### config.mk
export PLATFORM = sky130hd
export DESIGN_NAME = ds18b20_ctrl
export DESIGN_NICKNAME = d
export VERILOG_FILES = /design/src/rtl/ds18b20_ctrl.sv
export SDC_FILE = /design/constraint.sdc
export NUM_CORES = 1
export LEC_CHECK = 0
export BUFFER_PORTS_ARGS = -buffer_cell sky130_fd_sc_hd__buf_2
export CAP_MARGIN = 15
export CORE_MARGIN = 2
export CORE_UTILIZATION = 45
export CTS_CLUSTER_SIZE = 10
export DETAILED_ROUTE_END_ITERATION = 10
export PLACE_DENSITY = 0.72
export SLEW_MARGIN = 10
export SYNTH_ARGS = -nofsm -noshare
export SYNTH_HDL_FRONTEND = slang
export SYNTH_SLANG_ARGS = --single-unit
### constraint.sdc
create_clock -name clk -period 4.2 [get_ports clk]
set_input_delay 0 -clock clk [delete_from_list [all_inputs] [get_ports clk]]
set_output_delay 0 -clock clk [all_outputs]
set_load 0.05 [all_outputs]
### src/rtl/ds18b20_ctrl.sv
// ds18b20_ctrl: 1-Wire master polling a single DS18B20 sensor.
// Loops forever: write config, start conversion, read temperature.
module ds18b20_ctrl #(
  parameter int CLK_PER_US  = 50,
  parameter int CONV_US_12B = 750000,
  parameter int RETRY_US    = 1000
) (
  input  logic        clk,
  input  logic        rst_n,
  input  logic [1:0]  res_sel,
  input  logic        dq_i,
  output logic        dq_oe,
  output logic [15:0] temp_data,
  output logic [1:0]  ratio,
  output logic        temp_vld,
  output logic        presence_err
);

  typedef enum logic [3:0] {
    INIT, RST_LOW, RST_PRES, RST_REC, CMD,
    WR_SLOT, RD_SLOT, CONV_WAIT, DONE, RETRY
  } state_t;

  localparam logic [19:0] CONV20  = 20'(CONV_US_12B);
  localparam logic [19:0] RETRY20 = 20'(RETRY_US);

  state_t      state, state_nx;
  logic        dq_m, dq_s;
  logic [15:0] pre;
  logic [19:0] us, lim, conv_us;
  logic        tick, fin, clr;
  logic [1:0]  phase, res_q;
  logic [2:0]  bidx, nbytes;
  logic [3:0]  bitn;
  logic [7:0]  cur_byte, cfg;
  logic        wr_bit;
  logic [15:0] rd;

  always_ff @(posedge clk or negedge rst_n) begin
    if (!rst_n) begin
      dq_m <= 1'b1;
      dq_s <= 1'b1;
    end else begin
      dq_m <= dq_i;
      dq_s <= dq_m;
    end
  end

  assign tick = (pre == 16'(CLK_PER_US - 1));
  assign fin  = tick && (us == lim - 20'd1);
  // presence sample and recovery share one timebase from release
  assign clr  = (state_nx != state) &&
                !(state == RST_PRES && state_nx == RST_REC);

  always_ff @(posedge clk or negedge rst_n) begin
    if (!rst_n) begin
      pre <= '0;
      us  <= '0;
    end else if (clr) begin
      pre <= '0;
      us  <= '0;
    end else if (tick) begin
      pre <= '0;
      us  <= us + 20'd1;
    end else begin
      pre <= pre + 16'd1;
    end
  end

  always_comb begin
    unique case (res_q)
      2'd1:    conv_us = CONV20 >> 3;
      2'd2:    conv_us = CONV20 >> 2;
      2'd3:    conv_us = CONV20 >> 1;
      default: conv_us = CONV20;
    endcase
  end

  always_comb begin
    unique case (state)
      RST_LOW, RST_REC: lim = 20'd480;
      RST_PRES:         lim = 20'd70;
      WR_SLOT, RD_SLOT: lim = 20'd62;
      CONV_WAIT:        lim = conv_us;
      RETRY:            lim = RETRY20;
      default:          lim = 20'd1;
    endcase
  end

  assign cfg    = {1'b0, res_q - 2'd1, 5'b11111};
  assign nbytes = (phase == 2'd0) ? 3'd5 : 3'd2;

  always_comb begin
    unique case (bidx)
      3'd1: begin
        unique case (phase)
          2'd0:    cur_byte = 8'h4E;
          2'd1:    cur_byte = 8'h44;
          default: cur_byte = 8'hBE;
        endcase
      end
      3'd2:    cur_byte = 8'h7F;
      3'd3:    cur_byte = 8'h80;
      3'd4:    cur_byte = cfg;
      default: cur_byte = 8'hCC;
    endcase
  end

  assign wr_bit = cur_byte[bitn[2:0]];

  always_ff @(posedge clk or negedge rst_n) begin
    if (!rst_n) state <= INIT;
    else        state <= state_nx;
  end

  always_comb begin
    state_nx = state;
    unique case (state)
      INIT:     state_nx = RST_LOW;
      RST_LOW:  if (fin) state_nx = RST_PRES;
      RST_PRES: if (fin) state_nx = dq_s ? RETRY : RST_REC;
      RST_REC:  if (fin) state_nx = CMD;
      CMD: begin
        if (bidx != nbytes) state_nx = WR_SLOT;
        else begin
          unique case (phase)
            2'd0:    state_nx = INIT;
            2'd1:    state_nx = CONV_WAIT;
            default: state_nx = RD_SLOT;
          endcase
        end
      end
      WR_SLOT:   if (fin) state_nx = CMD;
      RD_SLOT:   if (fin) state_nx = (bitn == 4'd15) ? DONE : CMD;
      CONV_WAIT: if (fin) state_nx = INIT;
      DONE:      state_nx = INIT;
      RETRY:     if (fin) state_nx = INIT;
      default:   state_nx = INIT;
    endcase
  end

  always_comb begin
    dq_oe    = 1'b0;
    temp_vld = 1'b0;
    unique case (state)
      RST_LOW: dq_oe = 1'b1;
      WR_SLOT: dq_oe = us < (wr_bit ? 20'd2 : 20'd60);
      RD_SLOT: dq_oe = us < 20'd2;
      DONE:    temp_vld = 1'b1;
      default: dq_oe = 1'b0;
    endcase
  end

  always_ff @(posedge clk or negedge rst_n) begin
    if (!rst_n) begin
      phase        <= '0;
      res_q        <= '0;
      bidx         <= '0;
      bitn         <= '0;
      rd           <= '0;
      temp_data    <= '0;
      ratio        <= '0;
      presence_err <= 1'b0;
    end else begin
      if (state == INIT) begin
        bidx <= '0;
        bitn <= '0;
        if (phase == 2'd0) res_q <= res_sel;
      end
      if (state == RST_PRES && fin) presence_err <= dq_s;
      if (state == RETRY && fin) phase <= 2'd0;
      if (state == CMD && bidx == nbytes && phase == 2'd0)
        phase <= 2'd1;
      if (state == CONV_WAIT && fin) phase <= 2'd2;
      if (state == DONE) phase <= 2'd0;
      if (state == WR_SLOT && fin) begin
        bitn <= {1'b0, bitn[2:0] + 3'd1};
        if (bitn[2:0] == 3'd7) bidx <= bidx + 3'd1;
      end
      if (state == RD_SLOT) begin
        if (tick && us == 20'd11) rd <= {dq_s, rd[15:1]};
        if (fin) bitn <= bitn + 4'd1;
        if (fin && bitn == 4'd15) begin
          temp_data <= rd;
          ratio     <= res_q;
        end
      end
    end
  end

endmodule

## After elaboration in Yosys (flattened, before gate mapping)

Index checks and enable logic that the tools add are counted.

- Muxes and demuxes: 35
- $add $sub $neg: 7
- $lt $le $gt $ge: 3
- Equal/unequal tests: 26
- Reduce and logical (&&, ||, !) cells: 23

Operators with widths:

| cell | number |
|---|---|
| one-hot mux 20 bit (5 select lines) | 1 |
| one-hot mux 20 bit (3 select lines) | 1 |
| 2-to-1 mux 4 bit | 11 |
| 2-to-1 mux 20 bit | 2 |
| 2-to-1 mux 16 bit | 2 |
| one-hot mux 8 bit (4 select lines) | 1 |
| one-hot mux 4 bit (7 select lines) | 1 |
| adder 20 x 1 -> 20 bit, second input constant | 1 |
| equality test 20 bit | 1 |
| equality test 20 x 4 -> 1 bit, second input constant | 1 |
| less-than comparator 20 x 2 -> 1 bit, second input constant | 1 |
| less-than comparator 20 x 6 -> 1 bit | 1 |
| subtractor 20 x 1 -> 20 bit, second input constant | 1 |
| adder 16 x 1 -> 16 bit, second input constant | 1 |
| equality test 16 x 6 -> 1 bit, second input constant | 1 |
| equality test 4 x 3 -> 1 bit, second input constant | 4 |
| one-hot mux 8 bit (2 select lines) | 1 |
| 2-to-1 mux 3 bit | 5 |
| equality test 4 x 2 -> 1 bit, second input constant | 3 |
| equality test 4 bit, second input constant | 3 |
| logical AND 1 bit | 11 |
| 2-to-1 mux 2 bit | 4 |
| OR reduction 2 bit | 4 |
| adder 3 x 1 -> 3 bit, second input constant | 2 |
| 23 further kinds | 30 |

- Bits of input ports: 5
- Logic and storage cells: 107
- Flip-flop bits (word level): 88
- Output and inout port bits: 21

## Depth between registers and ports, before layout

Gate-level depths: netlist of the first run.

- Depth after elaboration: 13
- Gate-level depth with buffers: 14

## Worst setup path after synthesis of the first run

OpenSTA, ideal clock, no wires.

- Kind: flip-flop to flip-flop
- Start point: register res_q[0]
- End point: register pre[14]
- Required time: 4,076 ps
- Cell stages (with the launch flop): 15
- Slack: 1,157 ps
- Data arrival time: 2,919 ps
- Path through: dfrtp_1 > inv_1 > ha_1 > clkbuf_1 > or3b_1 > nand2_1 > a31oi_1 > or3_1 > a211oi_2 > nand4_4 > o21ba_1 > o21ba_1 > buf_6 > buf_12 > nor3_2

- Word-level cells in the longest chain between the ends: 13

RTL lines:

| item | line | RTL |
|---|---|---|
| start, declared | 32 | `logic [1:0] phase, res_q;` |
| start signal, assigned | 168 | `if (phase == 2'd0) res_q <= res_sel;` |
| equality test 2 bit or equality test 2 x 1 -> 1 bit (tied branches) | 71 | `unique case (res_q)` |
| one-hot mux 20 bit (3 select lines) * | 71 |  |
| one-hot mux 20 bit (5 select lines) * | 80 | `unique case (state)` |
| subtractor 20 x 1 -> 20 bit * | 50 | `assign fin = tick && (us == lim - 20'd1);` |
| equality test 20 bit * | 50 |  |
| logical AND 1 bit * | 50 |  |
| 2-to-1 mux 4 bit (on tied branches) | -- |  |
| one-hot mux 4 bit (7 select lines) * | 118 | `unique case (state)` |
| equality test 4 x 2 -> 1 bit | 53 | `!(state == RST_PRES && state_nx == RST_REC);` |
| logical AND 1 bit | 53 |  |
| logical NOT 1 bit | 53 |  |
| logical AND 1 bit * | 52 | `assign clr = (state_nx != state) &&` |
| 2-to-1 mux 16 bit * | 59 | `end else if (clr) begin` |
| end signal, assigned | 66 | `pre <= pre + 16'd1;` |
| end, declared | 29 | `logic [15:0] pre;` |

Mark *: on every way between the ends. The rest lies on a longest branch, timed or not.
A chain may end at the register's enable or synchronous reset.

## Final worst setup path of the first run

- Start point: register state[1]
- End point: register pre[5]

- Word-level cells in the longest chain between the ends: 13

RTL lines:

| item | line | RTL |
|---|---|---|
| start, declared | 27 | `state_t state, state_nx;` |
| start signal, assigned | 113 | `else state <= state_nx;` |
| equality test 4 x 3 -> 1 bit (tied with other cells) | 80, 118 |  |
| OR reduction 2 bit | 80 |  |
| one-hot mux 20 bit (5 select lines) | 80 |  |
| subtractor 20 x 1 -> 20 bit | 50 |  |
| equality test 20 bit | 50 |  |
| logical AND 1 bit | 50 |  |
| 2-to-1 mux 4 bit (on tied branches) | -- |  |
| one-hot mux 4 bit (7 select lines) | 118 |  |
| equality test 4 x 2 -> 1 bit | 53 |  |
| logical AND 1 bit | 53 |  |
| logical NOT 1 bit | 53 |  |
| logical AND 1 bit * | 52 |  |
| 2-to-1 mux 16 bit * | 59 |  |

Marked as above.

==> results of run 1 <==
==> final timing paths <==
kind,depth (start not counted),slack (ps),start,to
worst max register to register,10,580,state[1],pre[5]
worst max-delay path,10,580,state[1],pre[5]
worst min-delay path,2,140,rst_n,us[10]
min in group clk,2,320,dq_i,dq_m
worst min register to register,0,360,dq_m,dq_s
max in group asynchronous,3,3000,rst_n,rd[0]
==> power breakdown <==
part	total [uW]	switching, uW	internal (uW)
logic	42.0	29.7	12.3
clock network	794	374	420
registers	852	2.37	850
==> synthesized netlist by cell type (2+ instances only) <==
cell type,instances,area (um^2)
a21oi_1,17,85.1
nand3b_1,3,22.5
nor4b_1,3,26.3
clkbuf_1,12,45.0
ha_1,18,225
o2111ai_1,2,17.5
nand2b_1,5,31.3
buf_12,3,60.1
or3_1,3,18.8
buf_2,7,35.0
o21ba_1,2,20.0
mux2_2,35,394
nor4bb_1,2,20.0
mux2i_1,3,30.0
o21a_1,3,22.5
buf_6,6,67.6
a31oi_1,2,12.5
o32ai_1,2,17.5
nor3_2,30,300
o21ai_0,19,95.1
xor2_1,28,245
dfstp_2,2,52.6
xnor2_1,20,175
o31ai_1,3,22.5
nand4_1,8,50.1
nor3_1,13,65.1
inv_1,12,45.0
buf_4,2,15.0
clkbuf_2,2,10.0
a41oi_1,3,26.3
o211ai_1,3,22.5
nor4_1,12,75.1
nor2_1,22,82.6
a211o_1,2,17.5
and3_1,11,68.8
nor2b_1,7,43.8
and4b_1,3,30.0
or2_2,4,25.0
nand2_1,33,124
dfrtp_1,86,2150
nand3_1,32,160
a211oi_1,3,22.5
o21ai_1,2,10.0
==> layout make-up <==
| class | instances | area, um^2 | share of cell area |
|---|---|---|---|
| multi-input combinational | 383 | 2850 | 0.490 |
| sequential | 88 | 2200 | 0.379 |
| timing repair buffer | 35 | 238 | 0.0409 |
| clock buffer | 9 | 225 | 0.0388 |
| tap | 143 | 179 | 0.0308 |
| clock inverter | 7 | 72.6 | 0.0125 |
| inverter | 12 | 45.0 | 0.00775 |
==> registers in the layout, indices dropped and copies added (netlist names), 2 cells and up <==
register,count
us,20
pre,16
rd,16
temp_data,16
bitn,4
state,4
bidx,3
phase,2
ratio,2
res_q,2
==> stage by stage <==
stage | worst slack, ps | hold WS (ps)
floorplan | 1160 | -296
global placement | 653 | -23.7
detailed placement | 608 | -9.30
CTS | 628 | 168
global route | 232 | 202
finish | 584 | 144
==> cell families after synthesis <==
kind of cell	count (synthesis)	synth area share
buf+inv	45	0.0529
simple gates	201	0.234
compound gates	78	0.0989
xor+xnor	48	0.0789
flops	88	0.414
mux	38	0.0796
fa+ha+maj	18	0.0423
==> what timing repair did <==
item | 4_1_cts | 5_1_grt
buffers inserted | 0 | 0
hold buffers | 4 | 0
endpoints found under the hold margin | 35 | 0
==> per-layer routing <==
| metal | up-vias | GRT usage | wire [um] | share of wire |
|---|---|---|---|---|
| met5 | - | 0 | 0 | 0 |
| met4 | 0 | 0.0585 | 201 | 0.018 |
| met3 | 18 | 0.0364 | 350 | 0.031 |
| met2 | 74 | 0.305 | 5540 | 0.50 |
| met1 | 1936 | 0.249 | 5030 | 0.45 |
| li1 | 1886 | - | - | - |
==> results.json, run 1 <==
{
  "die_h_um": 113,
  "layout.cells.non_filler": 677,
  "fin_util": 0.507,
  "grt_overflow": 0,
  "timing.final.crit_share": 0.861,
  "routed-via-count": 3914,
  "drive_above_1_share": 0.236,
  "rsz0062_at_grt": "no",
  "final_area_um2": 5810,
  "maxSlewViolCount": 0,
  "ios": 26,
  "num-fill-cells": 1026,
  "synth_area_um2": 5330,
  "skew_ps": 10.6,
  "dieArea_um2": 12700,
  "cp_top_family": "simple AND/OR/NAND/NOR gates",
  "syn_nets": 539,
  "ys_seq_area_frac": 0.414,
  "outcome": "finished, final reports clean",
  "grt_pass1_wl_mm": 19.3,
  "power_density_nw_per_um2": 291,
  "cp_slowest_stage_delay_ps": 890,
  "final_cell_mix": "dfrtp_1, mux2_2, nand2_1, nand3_1, nor3_2",
  "required_ps": 4410,
  "p_leak_uw": 0.00275,
  "portBuffers": 25,
  "drt_iter0_markers": 379,
  "track_usage": 0.186,
  "cp-end-kind": "flop",
  "worstSkewPairLatency_ps": 340,
  "period_minus_slack_ps": 3620,
  "synth_edf_count": 0,
  "routed_wl_mm": 11.1,
  "diodes": 0,
  "coreArea_um2": 11500,
  "drt_pre_antenna_iters": 4,
  "cts.root.buffer_cell": "clkbuf_16",
  "place_area_um2": 5470,
  "hpwlAfterDp_mm": 7.60,
  "crit_buf_inv": 1,
  "worst_pin_slew_ps": 838,
  "htree_levels": 3,
  "synth_cells": 516,
  "maxCapViolations": 0,
  "clock.fmax_ghz": 0.277,
  "drc": 0,
  "min_path_type": "in2async",
  "grt_pass1_vias": 3929,
  "totalPowerFinal_uw": 1690,
  "yosys_warnings": 0,
  "cts.sinks": 88,
  "gp_congestion": 0.856,
  "grt_max_degree": 57,
  "hold_viol_final": 0,
  "drt-wirelength-per-cell_um": 16.4,
  "max_slew_margin": 0.436,
  "ant_nets": 0,
  "setup_viol": 0,
  "cts_tree": "yes",
  "layout_commonest_cell": "dfrtp_1",
  "synthFlopType": "dfrtp_1",
  "start_kind": "flop",
  "dp.cells": 657,
  "async_reset_ff_frac": 1.00,
  "ys_types": 69,
  "path_cells": "and4b_1 > a211oi_1 > and4_4 > or3_1 > a211oi_2 > nand4_4 > o21ba_1 > o21ba_2 > buf_12 > nor4_1",
  "slowest_stage": "dfrtp_1",
  "cts_resized": 0,
  "final.setup.tns_ps": 0,
  "fin_nets": 552,
  "setup.worst_path.class": "reg2reg",
  "worstPathArrival_ps": 3830,
  "cts_buffers": 9,
  "clk_pin_slew_ps": 70,
  "start_util": 0.464,
  "clockBufferDepth": 2,
  "via_per_inst": 5.78,
  "areaGrowthSynthToFinish_pct": 9.07,
  "die_width_um": 113,
  "critical_path_peak_fanout": 36,
  "peakVddDrop_mv": 0.199,
  "ys_ff_latch": 88,
  "rows": 39,
  "grt_antenna_before_repair": 0,
  "syn-mean-instance-area_um2": 10.3
}
No activity file was read; power rests on OpenSTA's default activity.
==> inputs of run 2 (changes only) <==
MAX_ROUTING_LAYER = met4   (was not set)
==> results.json, run 2 (synthesis gave the netlist of run 1 again) <==
{
  "drt_iter0_markers": 381,
  "ios": 26,
  "fin_nets": 553,
  "maxCapViolations": 0,
  "cts_resized": 0,
  "max_slew_margin": 0.438,
  "critical_path_peak_fanout": 36,
  "layout_commonest_cell": "dfrtp_1",
  "grt_max_degree": 66,
  "crit_buf_inv": 2,
  "grt_pass1_vias": 3982,
  "largest_register_ffs": 20,
  "drt-wirelength-per-cell_um": 16.8,
  "drc": 0,
  "grt_antenna_before_repair": 0,
  "hold_viol_final": 0,
  "peakVddDrop_mv": 0.157,
  "skew_ps": 10.5,
  "final_cell_mix": "dfrtp_1, mux2_2, nand2_1, nand3_1, nor3_2",
  "setup_viol": 0,
  "rsz0062_at_grt": "no",
  "crit_top_cell": "o21ba_2",
  "ant_nets": 0,
  "cts_buffers": 9,
  "period_minus_slack_ps": 3600,
  "grt_pass1_wl_mm": 19.7,
  "coreArea_um2": 11500,
  "cts.sinks": 88,
  "outcome": "finished, final reports clean",
  "maxSlewViolCount": 0,
  "die_width_um": 113,
  "clk_pin_slew_ps": 70,
  "min_path_type": "in2async",
  "hold_buffers": 4,
  "cts.root.buffer_cell": "clkbuf_16",
  "worstSkewPairLatency_ps": 340,
  "portBuffers": 25,
  "start_kind": "flop",
  "regArea_um2": 2200,
  "cp_top_family": "compound AO/OA/AOI/OAI gates",
  "grt_overflow": 0,
  "p_leak_uw": 0.00276,
  "num-fill-cells": 1017,
  "path_cells": "inv_1 > ha_1 > o21ba_2 > a211oi_1 > a31oi_1 > or3_1 > a211oi_2 > nand4_4 > o21ba_1 > o21ba_2 > buf_12 > nor3_1",
  "timing.final.crit_share": 0.858,
  "htree_levels": 3,
  "clock.fmax_ghz": 0.278,
  "worst_pin_slew_ps": 843,
  "slowest_stage": "dfrtp_1",
  "cts_tree": "yes",
  "final.setup.tns_ps": 0,
  "setup.worst_path.class": "reg2reg",
  "dieArea_um2": 12700,
  "start_util": 0.464,
  "routed_wl_mm": 11.4,
  "diodes": 0,
  "power_density_nw_per_um2": 290,
  "required_ps": 4410,
  "cts_setup_buffers": 0,
  "drive_above_1_share": 0.237,
  "clockBufferDepth": 2,
  "routed-via-count": 3944,
  "drt_pre_antenna_iters": 4,
  "track_usage": 0.195,
  "rows": 39,
  "die_h_um": 113,
  "worstPathArrival_ps": 3820,
  "areaGrowthSynthToFinish_pct": 9.23,
  "regMostFlops": "us",
  "hpwlAfterDp_mm": 7.70,
  "gp_congestion": 0.874,
  "cp-end-kind": "flop",
  "post-place-ws_ps": 647,
  "multi_input_comb_area_um2": 2850,
  "via_per_inst": 5.82,
  "cp_slowest_stage_delay_ps": 430,
  "fin_ws_ps": 597
}
==> run 2: per-layer routing <==
metal	global-route usage	share of wire	up-vias
li1	-	-	1887
met1	0.252	0.46	1982
met2	0.319	0.50	58
met3	0.0295	0.022	17
met4	0.0618	0.014	0
met5	-	0	-
==> run 2: final timing paths <==
path / startpoint / end / slack [ps] / cells after the start
worst max-delay path: res_q[0] / us[6] / 600 / 12
worst min-delay path: rst_n / us[11] / 300 / 2
worst max register to register: res_q[0] / us[6] / 600 / 12
worst min register to register: dq_m / dq_s / 360 / 0
max in group asynchronous: rst_n / res_q[1] / 3010 / 3
min in group clk: dq_i / dq_m / 320 / 2
==> run 2: worst reg2reg max path, delay by kind of cell, from the launching register on <==
family,cells,cell delay [ps]
compound gates,6,1530
flops,1,430
fa+ha+maj,1,420
buf+inv,2,360
simple gates,3,740
==> run 2: per-stage QoR <==
stage | hold WS (ps) | instances | cell area [um^2] | power, uW | util
floorplan | -296 | 516 | 5330 | 884 | -
global placement | 106 | 658 | 5480 | 908 | 0.478
detailed placement | 107 | 658 | 5480 | 909 | 0.478
CTS | 295 | 678 | 5820 | 1710 | 0.507
global route | 321 | 678 | 5820 | 1750 | 0.507
finish | 302 | 678 | 5820 | 1690 | 0.507
==> run 2: where the power goes <==
| part | internal [uW] | total, uW | switching (uW) |
|---|---|---|---|
| clock | 420 | 794 | 374 |
| sequential | 850 | 852 | 2.28 |
| combinational | 12.3 | 42.4 | 30.2 |
==> run 2: area by class of cell <==
| type | count | area share |
|---|---|---|
| inverter | 12 | 0.00774 |
| timing repair buffer | 36 | 0.0422 |
| multi-input combinational | 383 | 0.489 |
| clock buffer | 9 | 0.0387 |
| sequential | 88 | 0.379 |
| clock inverter | 7 | 0.0127 |
| tap | 143 | 0.0308 |
